### config.mk
export PLATFORM = sky130hd
export DESIGN_NAME = hazard_control_unit
export DESIGN_NICKNAME = d
export VERILOG_FILES = /design/src/rtl/hazard_control_unit.sv
export SDC_FILE = /design/constraint.sdc
export NUM_CORES = 1
export LEC_CHECK = 0
export ABC_CLOCK_PERIOD_IN_PS = 3600
export BUFFER_PORTS_ARGS = -buffer_cell sky130_fd_sc_hd__buf_4
export CAP_MARGIN = 0
export CORE_ASPECT_RATIO = 0.7
export CORE_UTILIZATION = 30
export CTS_CLUSTER_SIZE = 28
export DETAILED_ROUTE_END_ITERATION = 8
export PLACE_DENSITY = 0.65
export SETUP_SLACK_MARGIN = 0.1
export SYNTH_ARGS = -nofsm -noshare
export SYNTH_HDL_FRONTEND = slang
export SYNTH_SLANG_ARGS = --single-unit
### constraint.sdc
create_clock -name clk -period 3.6 [get_ports clk]
set_input_delay 0.36 -clock clk [delete_from_list [all_inputs] [get_ports clk]]
set_output_delay 0.36 -clock clk [all_outputs]
set_load 0.01 [all_outputs]
### src/rtl/hazard_control_unit.sv
// Pipeline sequencer for the 5-stage 16-bit CPU: load-use, branch flush, data-memory wait/timeout, EX forwarding.
// Optional HAZARD_PERF_EN adds saturating stall_cycles / flush_count / lu_count outputs.
module hazard_control_unit #(
  parameter int REG_AW      = 4,
  parameter int MEM_TIMEOUT = 16,
  parameter int CNT_W       = 16
) (
  input  logic              clk,
  input  logic              rst_n,
  input  logic [REG_AW-1:0] id_rs1,
  input  logic [REG_AW-1:0] id_rs2,
  input  logic              id_use_rs1,
  input  logic              id_use_rs2,
  input  logic [REG_AW-1:0] ex_rd,
  input  logic              ex_wb_en,
  input  logic              ex_mem_read,
  input  logic [REG_AW-1:0] ex_rs1,
  input  logic [REG_AW-1:0] ex_rs2,
  input  logic              ex_branch_taken,
  input  logic [REG_AW-1:0] mem_rd,
  input  logic              mem_wb_en,
  input  logic              mem_access,
  input  logic              mem_ready,
  input  logic [REG_AW-1:0] wb_rd,
  input  logic              wb_wb_en,
  output logic              stall_pc,
  output logic              stall_fd,
  output logic              stall_de,
  output logic              stall_em,
  output logic              bubble_de,
  output logic              bubble_mw,
  output logic              flush_fd,
  output logic [1:0]        fwd_a_sel,
  output logic [1:0]        fwd_b_sel,
  output logic              mem_error
`ifdef HAZARD_PERF_EN
  ,
  output logic [CNT_W-1:0]  stall_cycles,
  output logic [CNT_W-1:0]  flush_count,
  output logic [CNT_W-1:0]  lu_count
`endif
);

  localparam int CW = $clog2(MEM_TIMEOUT + 1);
  localparam logic [CW-1:0] TO_LAST    = CW'(MEM_TIMEOUT - 1);
  localparam logic [CW-1:0] ABORT_MARK = CW'(MEM_TIMEOUT);

  typedef enum logic {RUN, MEM_WAIT} state_t;

  state_t         state;
  logic [CW-1:0]  wait_cnt;
  logic           abort_cyc;
  logic           mem_stall;
  logic           br_flush;
  logic           ld_hit;
  logic           lu_stall;
  logic [1:0]     fwd_a;
  logic [1:0]     fwd_b;

  // A non-zero wait_cnt while in RUN marks the single abort cycle after a timeout.
  assign abort_cyc = (state == RUN) && (wait_cnt != '0);

  always_comb begin
    ld_hit    = ex_mem_read && ex_wb_en && (ex_rd != '0) &&
                ((id_use_rs1 && (id_rs1 == ex_rd)) || (id_use_rs2 && (id_rs2 == ex_rd)));
    mem_stall = mem_access && !mem_ready && !abort_cyc;
    br_flush  = ex_branch_taken && !mem_stall;
    lu_stall  = ld_hit && !ex_branch_taken && !mem_stall && !abort_cyc;
  end

  always_comb begin
    fwd_a = 2'b00;
    if (mem_wb_en && (mem_rd == ex_rs1) && (mem_rd != '0))
      fwd_a = 2'b01;
    else if (wb_wb_en && (wb_rd == ex_rs1) && (wb_rd != '0))
      fwd_a = 2'b10;
  end

  always_comb begin
    fwd_b = 2'b00;
    if (mem_wb_en && (mem_rd == ex_rs2) && (mem_rd != '0))
      fwd_b = 2'b01;
    else if (wb_wb_en && (wb_rd == ex_rs2) && (wb_rd != '0))
      fwd_b = 2'b10;
  end

  // Every control output is held low while reset is asserted.
  assign stall_pc  = rst_n && (mem_stall || lu_stall);
  assign stall_fd  = rst_n && (mem_stall || lu_stall);
  assign stall_de  = rst_n && mem_stall;
  assign stall_em  = rst_n && mem_stall;
  assign bubble_de = rst_n && (br_flush || lu_stall);
  assign bubble_mw = rst_n && (mem_stall || abort_cyc);
  assign flush_fd  = rst_n && br_flush;
  assign fwd_a_sel = rst_n ? fwd_a : 2'b00;
  assign fwd_b_sel = rst_n ? fwd_b : 2'b00;

  always_ff @(posedge clk or negedge rst_n) begin
    if (!rst_n) begin
      state     <= RUN;
      wait_cnt  <= '0;
      mem_error <= 1'b0;
    end else begin
      case (state)
        RUN: begin
          if (abort_cyc) begin
            wait_cnt <= '0;
          end else if (mem_stall) begin
            state    <= MEM_WAIT;
            wait_cnt <= CW'(1);
          end
        end
        MEM_WAIT: begin
          if (!mem_stall) begin
            state    <= RUN;
            wait_cnt <= '0;
          end else if (wait_cnt == TO_LAST) begin
            mem_error <= 1'b1;
            state     <= RUN;
            wait_cnt  <= ABORT_MARK;
          end else begin
            wait_cnt <= wait_cnt + CW'(1);
          end
        end
        default: begin
          state    <= RUN;
          wait_cnt <= '0;
        end
      endcase
    end
  end

`ifdef HAZARD_PERF_EN
  always_ff @(posedge clk or negedge rst_n) begin
    if (!rst_n) begin
      stall_cycles <= '0;
      flush_count  <= '0;
      lu_count     <= '0;
    end else begin
      if (stall_pc && (stall_cycles != '1)) stall_cycles <= stall_cycles + CNT_W'(1);
      if (br_flush && (flush_count != '1))  flush_count  <= flush_count + CNT_W'(1);
      if (lu_stall && (lu_count != '1))     lu_count     <= lu_count + CNT_W'(1);
    end
  end
`endif

endmodule

# Yosys cells after proc, flatten, opt, wreduce, memory -nomap -nowiden
# Index checks and enable logic that the tools add are counted.
# op_classes
mux,16
add_sub_neg,1
bitwise,1
n_eq_ne,8
n_reduce_logical,38
# ops
cell,count
$logic_and 1x1->1,25
$eq 4x4->1,6
$mux 5,4
$mux 2,6
$reduce_bool 4->1,3
$pmux 5 s2,1
$add 5x1->5 const B,1
$eq 5x4->1 const B,1
$reduce_bool 5->1,1
$logic_not 1->1,4
$logic_or 1x1->1,4
$mux 1,4
$ne 3x3->1 const B,1
$reduce_and 3->1,1
$pmux 1 s2,1
$not 1->1,1
# totals
inputBits,39
output_inout_bits,12
elab_cells,67
register_bits,7

# Longest topological paths before layout
# Gate-level depths: netlist of the first run.
# depth
word_depth,9
mapped_depth,8
ltp_nobuf,7

# Least setup slack after synthesis of the first run
# OpenSTA, ideal clock, no wires.
# synth_timing
kind,reg2out
from,reg wait_cnt[0]
to,out stall_pc
stages_incl_launch_ff,9
required_time_ps,3240
t_arrival_ps,1400
setup_slack_ps,1840
n_path_buf,1
cell_sequence,dfrtp_1 -> inv_1 -> ha_1 -> nor4b_4 -> o21ai_2 -> nor3_2 -> o21ai_1 -> o21ai_2 -> buf_4
# synth_between
elab_chain_len,9
# synth_rtl
item,line_no,rtl
start: declaration,51,logic [CW-1:0] wait_cnt;
start signal: assignment,122,wait_cnt <= wait_cnt + CW'(1);
$reduce_bool 5->1 *,61,assign abort_cyc = (state == RUN) && (wait_cnt != '0);
$logic_and 1x1->1 *,61,
$logic_not 1->1 *,"66, 68",
$logic_and 1x1->1,66,mem_stall = mem_access && !mem_ready && !abort_cyc;
$logic_not 1->1,-,
$logic_and 1x1->1 (2 in a row),68,lu_stall = ld_hit && !ex_branch_taken && !mem_stall && !abort_cyc;
$logic_or 1x1->1 *,-,
$logic_and 1x1->1 *,-,
end: declaration,26,"output logic stall_pc,"
# Every way passes the cells marked *; elsewhere a longest branch is shown, timed or not.

# Worst setup path in the final report of the first run
# layout_timing
from,reg wait_cnt[0]
to,out bubble_de
# layout_between
elab_chain_len,9
word_cells_on_any_way,10
cone_classes,reduce/logical: 10
# layout_rtl
item,line_no,rtl
$reduce_bool 5->1 *,61,
$logic_and 1x1->1 *,61,
$logic_not 1->1 *,"66, 68",
$logic_and 1x1->1,66,
$logic_not 1->1,-,
$logic_and 1x1->1 (2 in a row),68,
$logic_or 1x1->1 *,92,assign bubble_de = rst_n && (br_flush || lu_stall);
$logic_and 1x1->1 *,92,
end: declaration,30,"output logic bubble_de,"
# Marks and branches as above.

==> run metrics, run 1 <==
post-CTS setup repair buffer count 0; Syn Inst Count just under 90; full die area 2790 um^2; arrival time worst endpoint approximately 1700 ps; worst reg-to-reg path cell count 6; P&R area growth vs syn 58.8%; Max Fclk approximately 480 MHz; CTS tree done; Slowest cell on crit path dfrtp_1; CP Launch Point wait_cnt[0]$_DFFE_PN0P_; DR iter-0 viols 17; first-pass GRT wire length 3660 um; multiplexer share of the synthesized area 0; worst flop-to-flop path startpoint wait_cnt[0]$_DFFE_PN0P_; Setup WS post-layout around 1500 ps; yosys warns 0; initial core utilization 0.338; Seq/Total Area, Yosys 0.226; Critical Path Start Type flip-flop; Clock Path Buffers 2; R2R Setup Slk roughly 2000 ps; Core Region 2290 um^2; via count 821; commonest cells after routing, fill and taps aside buf_4 (50), xnor2_1 (19), xor2_1 (7), dfrtp_1 (7), nor3_1 (6); worst-margin pin slew about 390 ps; RSZ-0062 raised after global routing false; GP Congestion between 0.8 and 0.9; Die W approximately 63 um; Row Count 14; status finished, final reports clean; CP max stage delay roughly 380 ps; Bufs and invs on worst path 2; Synth Area in Simple Gates 0.273; total negative slack 0 ps; WP depth 7; Final Critical Period between 2000 and 2500 ps; Vias/cell 4.75; Yosys reg bits 7; # H-tree levels 1; commonest non-fill, non-tap cell in the layout buf_4; post-synthesis xor/xnor area fraction 0.294; # port buffers 50; initial antenna violation count 0; vias in the first global route 850; CP required between 3000 and 4000 ps; IO Count between 50 and 60; distinct cell type count of the synthesized netlist 28; TritonCTS Buffers 3; DR WL/cell 12.3 um; Worst-path clk slew 40 ps; CP max FO 4; Routed Antenna Nets 0; Final Hold Viols 0; Worst Hold Class input pin to flip-flop; FF-to-FF End wait_cnt[0]$_DFFE_PN0P_; post-route cell area 1230 um^2; CTS root buf clkbuf_8; adder-cell area share of the yosys netlist 0.0485; Num Clock Sinks 7; clock skew ~3.8 ps; Post-Route WL 2130 um; # Max-Cap Violations 0; Clk Latency, worst-skew pair 230 ps; synthesized area per cell between 8 and 9 um^2; DR pass1 iterations 3; leakage power between 0.5 and 0.6 nW; compound-gate portion of the synthesized area 0.115; crit path to bubble_de; GR Overflow Total 0; crit-path leading delay family simple AND/OR/NAND/NOR gates; kind of critical path flip-flop to output port; Final setup violation count 0; synthesized cell area around 770 um^2; final worst path period share 0.580; ordered list of cells on the worst path inv_1 > ha_1 > nor4b_4 > o21ai_0 > nand3_1 > nand2_1 > buf_4; # fillers just over 200; Peak VDD IR ~110 uV; drc violations 0; CP Capture Type output port; post-layout total power between 0.0003 and 0.0004 W; fin util 0.536; largest net degree at the start of global routing 13; PwrDens ~300 nW/um^2; NumNets Final roughly 180; largest family of logic cells by synthesized area XOR/XNOR gates; DPL Wire Length 1850 um; Final Max Tran Viols 0; Max transition margin 0.738; syn_nets 130; ANT cells 0; Die H 44.5 um; Total GRT Usage 0.166; pre-CTS setup slack roughly 1700 ps; Cell Area, Placed ~1200 um^2; layout cells sized above 1 0.418
stage by stage:
| step | std cells | hold slack (ps) |
|---|---|---|
| after floorplan | 88 | 64.4 |
| after global placement | 168 | 197 |
| after detailed placement | 168 | 196 |
| after CTS | 173 | 446 |
| after global routing | 173 | 501 |
| final | 173 | 450 |
worst min path at each step:
stage / start / endpoint / slack [ps] / depth (start not counted)
finish: mem_ready / wait_cnt[4]$_DFFE_PN0P_ / 450 / 4
global route: mem_error$_DFFE_PN0P_ / mem_error$_DFFE_PN0P_ / 500 / 1
CTS: mem_ready / wait_cnt[4]$_DFFE_PN0P_ / 450 / 4
detailed placement: rst_n / wait_cnt[2]$_DFFE_PN0P_ / 200 / 1
global placement: rst_n / wait_cnt[2]$_DFFE_PN0P_ / 200 / 1
floorplan: rst_n / mem_error$_DFFE_PN0P_ / 60 / 0
tightest hold or removal path: cells and delay by family:
kind	cells	cell delay, ps
simple gates	3	200
buf+inv	1	80
registers in the layout (all words and copies together) (netlist names):
name       count
wait_cnt       5
state          1
mem_error      1
cell families (layout without fill, tap and decap cells):
| family | count (synthesis) | in the layout |
|---|---|---|
| and+or+nand+nor | 35 | 35 |
| xor gates and xnor gates | 26 | 26 |
| AOI/OAI and AO/OA | 10 | 10 |
| DFF | 7 | 7 |
| buffers and inverters | 7 | 60 |
| adders and majority gates | 3 | 3 |
layer usage:
layer	track usage	vias up	share of wire
met5	0	-	0
met3	0.0490	3	0.062
li1	-	414	-
met2	0.315	25	0.49
met4	0.0279	0	0.0052
met1	0.192	379	0.44
power by group:
group	switching (W)	internal [W]
clock network	0.0000342	0.0000766
logic	0.0000739	0.0000876
registers	0.00000989	0.0000872
synthesized netlist by cell type (all sizes together):
library cell	count	area, um^2
or4	1	7.51
o21ai	4	27.5
xor2	7	61.3
nor4b	1	23.8
ha	3	37.5
nand4b	1	8.76
and3	1	6.26
nor4	3	18.8
inv	5	18.8
nor2	4	15.0
nand2	4	15.0
a31o	1	8.76
and2	1	6.26
xnor2	19	166
nor2b	1	6.26
buf	2	15.0
o31ai	1	7.51
nand2b	3	18.8
nand3	4	20.0
a21oi	2	10.0
dfrtp	7	175
o41ai	1	27.5
nor3	7	40.0
nand4	4	25.0
o21a	1	7.51
layout make-up:
class / count / area, um^2 / share of cell area
inverters: 5 / 18.8 / 0.0153
repair buffers: 51 / 385 / 0.313
multi-input cells: 74 / 566 / 0.460
well taps: 32 / 40.0 / 0.0326
flip-flops and latches: 7 / 175 / 0.142
clock buffers: 4 / 45.0 / 0.0366
what timing repair did:
item / CTS / global route
endpoints found under the hold margin: 7 / 0
gates resized for setup: 0 / 0
hold buffers: 1 / 0
Note: power is estimated with default switching activity, not from simulation.
==> run 2: changes to the inputs <==
--- a/config.mk
+++ b/config.mk
@@ -5,7 +5,7 @@
 export SDC_FILE = /design/constraint.sdc
 export NUM_CORES = 1
 export LEC_CHECK = 0
-export ABC_CLOCK_PERIOD_IN_PS = 3600
+export ABC_CLOCK_PERIOD_IN_PS = 2000
 export BUFFER_PORTS_ARGS = -buffer_cell sky130_fd_sc_hd__buf_4
 export CAP_MARGIN = 0
 export CORE_ASPECT_RATIO = 0.7
==> constraint.sdc (replaced) <==
create_clock -name clk -period 2 [get_ports clk]
set_input_delay 0.2 -clock clk [delete_from_list [all_inputs] [get_ports clk]]
set_output_delay 0.2 -clock clk [all_outputs]
set_load 0.01 [all_outputs]
==> run metrics, run 2 (same netlist as run 1, synthesis figures left out) <==
status finished, final reports clean; Post-Route WL 2330 um (+9.6%); Worst Hold Class input pin to flip-flop; final worst path period share 0.933; Max Fclk approximately 540 MHz; P&R area growth vs syn 65.8%; full die area 2790 um^2 (unchanged); Final Hold Viols 0 (unchanged); Sw Ratio 0.321 (+0.00165); Max transition margin 0.748 (+0.00995); Die H 44.5 um (unchanged); Clk Latency, worst-skew pair 230 ps (about the same); CTS root buf clkbuf_8; vias in the first global route 829 (-2.5%); layout cells sized above 1 0.466 (+0.0473); Finished Layout Cells 178 (+2.9%); Routed Antenna Nets 0 (unchanged); DPL Wire Length 1860 um (+0.51%); logic gate share of total power 0.498 (+0.061); Top Registers wait_cnt (5), mem_error (1), state (1); depth of the worst hold-timing path 4 (unchanged); CP required 1800 ps (-1440 ps); commonest non-fill, non-tap cell in the layout buf_4; P_int 0.000503 W (+100%); Core Region 2290 um^2 (unchanged); Slowest cell on crit path dfrtp_1; commonest cells after routing, fill and taps aside buf_4 (55), xnor2_1 (19), xor2_1 (7), dfrtp_1 (7), nor3_1 (6); Row Count 14 (unchanged); largest net degree at the start of global routing 13 (unchanged); net switching power of the design 0.000238 W (+100%); sequential power share 0.231 (-0.032); Worst-path clk slew 40 ps (about the same); initial antenna violation count 0 (unchanged); multi-input combinational cell area 582 um^2 (+2.9%); CTS tree done; CP Capture Type output port; Largest Register wait_cnt; # port buffers 50 (unchanged); first-pass GRT wire length 3680 um (+0.38%); Clk pwr share 0.271 (-0.029); Total GRT Usage 0.173 (+0.00689); # Max-Cap Violations 0 (unchanged); DR iter-0 viols 40 (+23); kind of critical path flip-flop to output port; worst-margin pin slew 378 ps (-11.6 ps); GR Overflow Total 0 (unchanged); max FFs per register 5 (unchanged); ANT cells 0 (unchanged); Die W 62.7 um (unchanged); CP max FO 3 (-1); RSZ-0062 raised after global routing true; NumNets Final 189 (+2.7%); arrival time worst endpoint 1670 ps (-60 ps); Critical Path Start Type flip-flop; Final Max Tran Viols 0 (unchanged); Clock Path Buffers 2 (unchanged); via count 849 (+3.4%); placed cell count 168 (unchanged); TritonCTS Buffers 3 (unchanged); WP depth 8 (+1); Final Critical Period ~1900 ps; clock skew 5.05 ps (+1.25 ps); total negative slack 0 ps (unchanged); Vias/cell 4.77 (+0.51%); Num Clock Sinks 7 (unchanged); # H-tree levels 1 (unchanged); DR pass1 iterations 4 (+1); register area 175 um^2 (unchanged); DR WL/cell 13.1 um (+6.5%); initial core utilization 0.338 (unchanged); Bufs and invs on worst path 2 (unchanged); worst reg-to-reg path cell count 8 (+2); Final setup violation count 0 (unchanged); ordered list of cells on the worst path inv_2 > ha_4 > nor4b_4 > o21ai_2 > nor3_2 > o21ai_2 > o21ai_2 > buf_4; PwrDens 577 nW/um^2 (+92%); crit-path leading delay family simple AND/OR/NAND/NOR gates; drc violations 0 (unchanged); IO Count 51 (unchanged); CP max stage delay 380 ps (about the same); # fillers 220 (+7.3%); leakage power 0.597 nW (+4.7%); GP Congestion 0.813 (about the same); Peak VDD IR 164 uV (+46%); Crit path top cell by count o21ai_2
run 2: cell types whose count changed in the layout (fill, tap and decap cells not counted):
cell | previous run | this run
ha_1 | 3 | 2
o21ai_2 | 2 | 3
o21ai_0 | 1 | 0
inv_2 | 0 | 2
inv_1 | 5 | 3
buf_4 | 50 | 55
ha_4 | 0 | 1
run 2: final timing paths:
| kind | startpoint | slack, ps | end |
|---|---|---|---|
| worst max-delay path | wait_cnt[1]$_DFFE_PN0P_ | 130 | stall_pc |
| worst min-delay path | mem_ready | 290 | wait_cnt[4]$_DFFE_PN0P_ |
| worst max register to register | wait_cnt[0]$_DFFE_PN0P_ | 170 | wait_cnt[0]$_DFFE_PN0P_ |
| worst min register to register | mem_error$_DFFE_PN0P_ | 470 | mem_error$_DFFE_PN0P_ |
| max in group asynchronous | rst_n | 1520 | mem_error$_DFFE_PN0P_ |
| min in group asynchronous | rst_n | 330 | wait_cnt[2]$_DFFE_PN0P_ |
run 2: power by group through the flow:
stage	Combinational, W	Sequential (W)	Clock, W
2_1_floorplan	0.000162	0.000172	0
3_3_place_gp	0.000279	0.000174	0
3_5_place_dp	0.000289	0.000177	0
4_1_cts	0.000331	0.000168	0.000205
5_1_grt	0.000401	0.000172	0.000220
6_report	0.000369	0.000171	0.000201
run 2: worst reg2reg max path, stage by stage (launching register included):
cell and delay [ps]:
dfrtp_1 380, buf_4 130, buf_4 130, ha_1 220
and3_1 190, ha_1 190, nand2b_1 200, o21a_1 200
a21oi_1 120
run 2: repair_timing:
item	4_1_cts	5_1_grt
endpoints found under the setup margin	4	6
pin swaps	0	4
hold buffers	1	0
hold endpoints to repair	7	0
gates resized for setup	1	5
setup buffers	3	2
run 2: cell type report:
type                            instances  share of cell area
Clock buffer                            4              0.0351
Sequential cell                         7               0.136
Timing Repair Buffer                   56               0.329
Inverter                                5              0.0146
Multi-Input combinational cell         74               0.453
Tap cell                               32              0.0312
run 2: per-layer routing:
layer,track usage,routed length (um),part of all wire
met1,0.204,998,0.43
met2,0.293,1160,0.50
met3,0.0541,137,0.059
met4,0.0837,38,0.016
met5,0,0,0
run 2: per-stage QoR:
stage / power, W / worst slack (ps) / hold slack (ps) / utilization / area (um^2)
after floorplan: 0.000334 / 400 / -95.6 / - / 774
after global placement: 0.000453 / 373 / 36.8 / 0.512 / 1170
after detailed placement: 0.000466 / 297 / 35.9 / 0.512 / 1170
after CTS: 0.000705 / 109 / 281 / 0.546 / 1250
after global routing: 0.000793 / 42.1 / 334 / 0.559 / 1280
final: 0.000740 / 134 / 295 / 0.559 / 1280
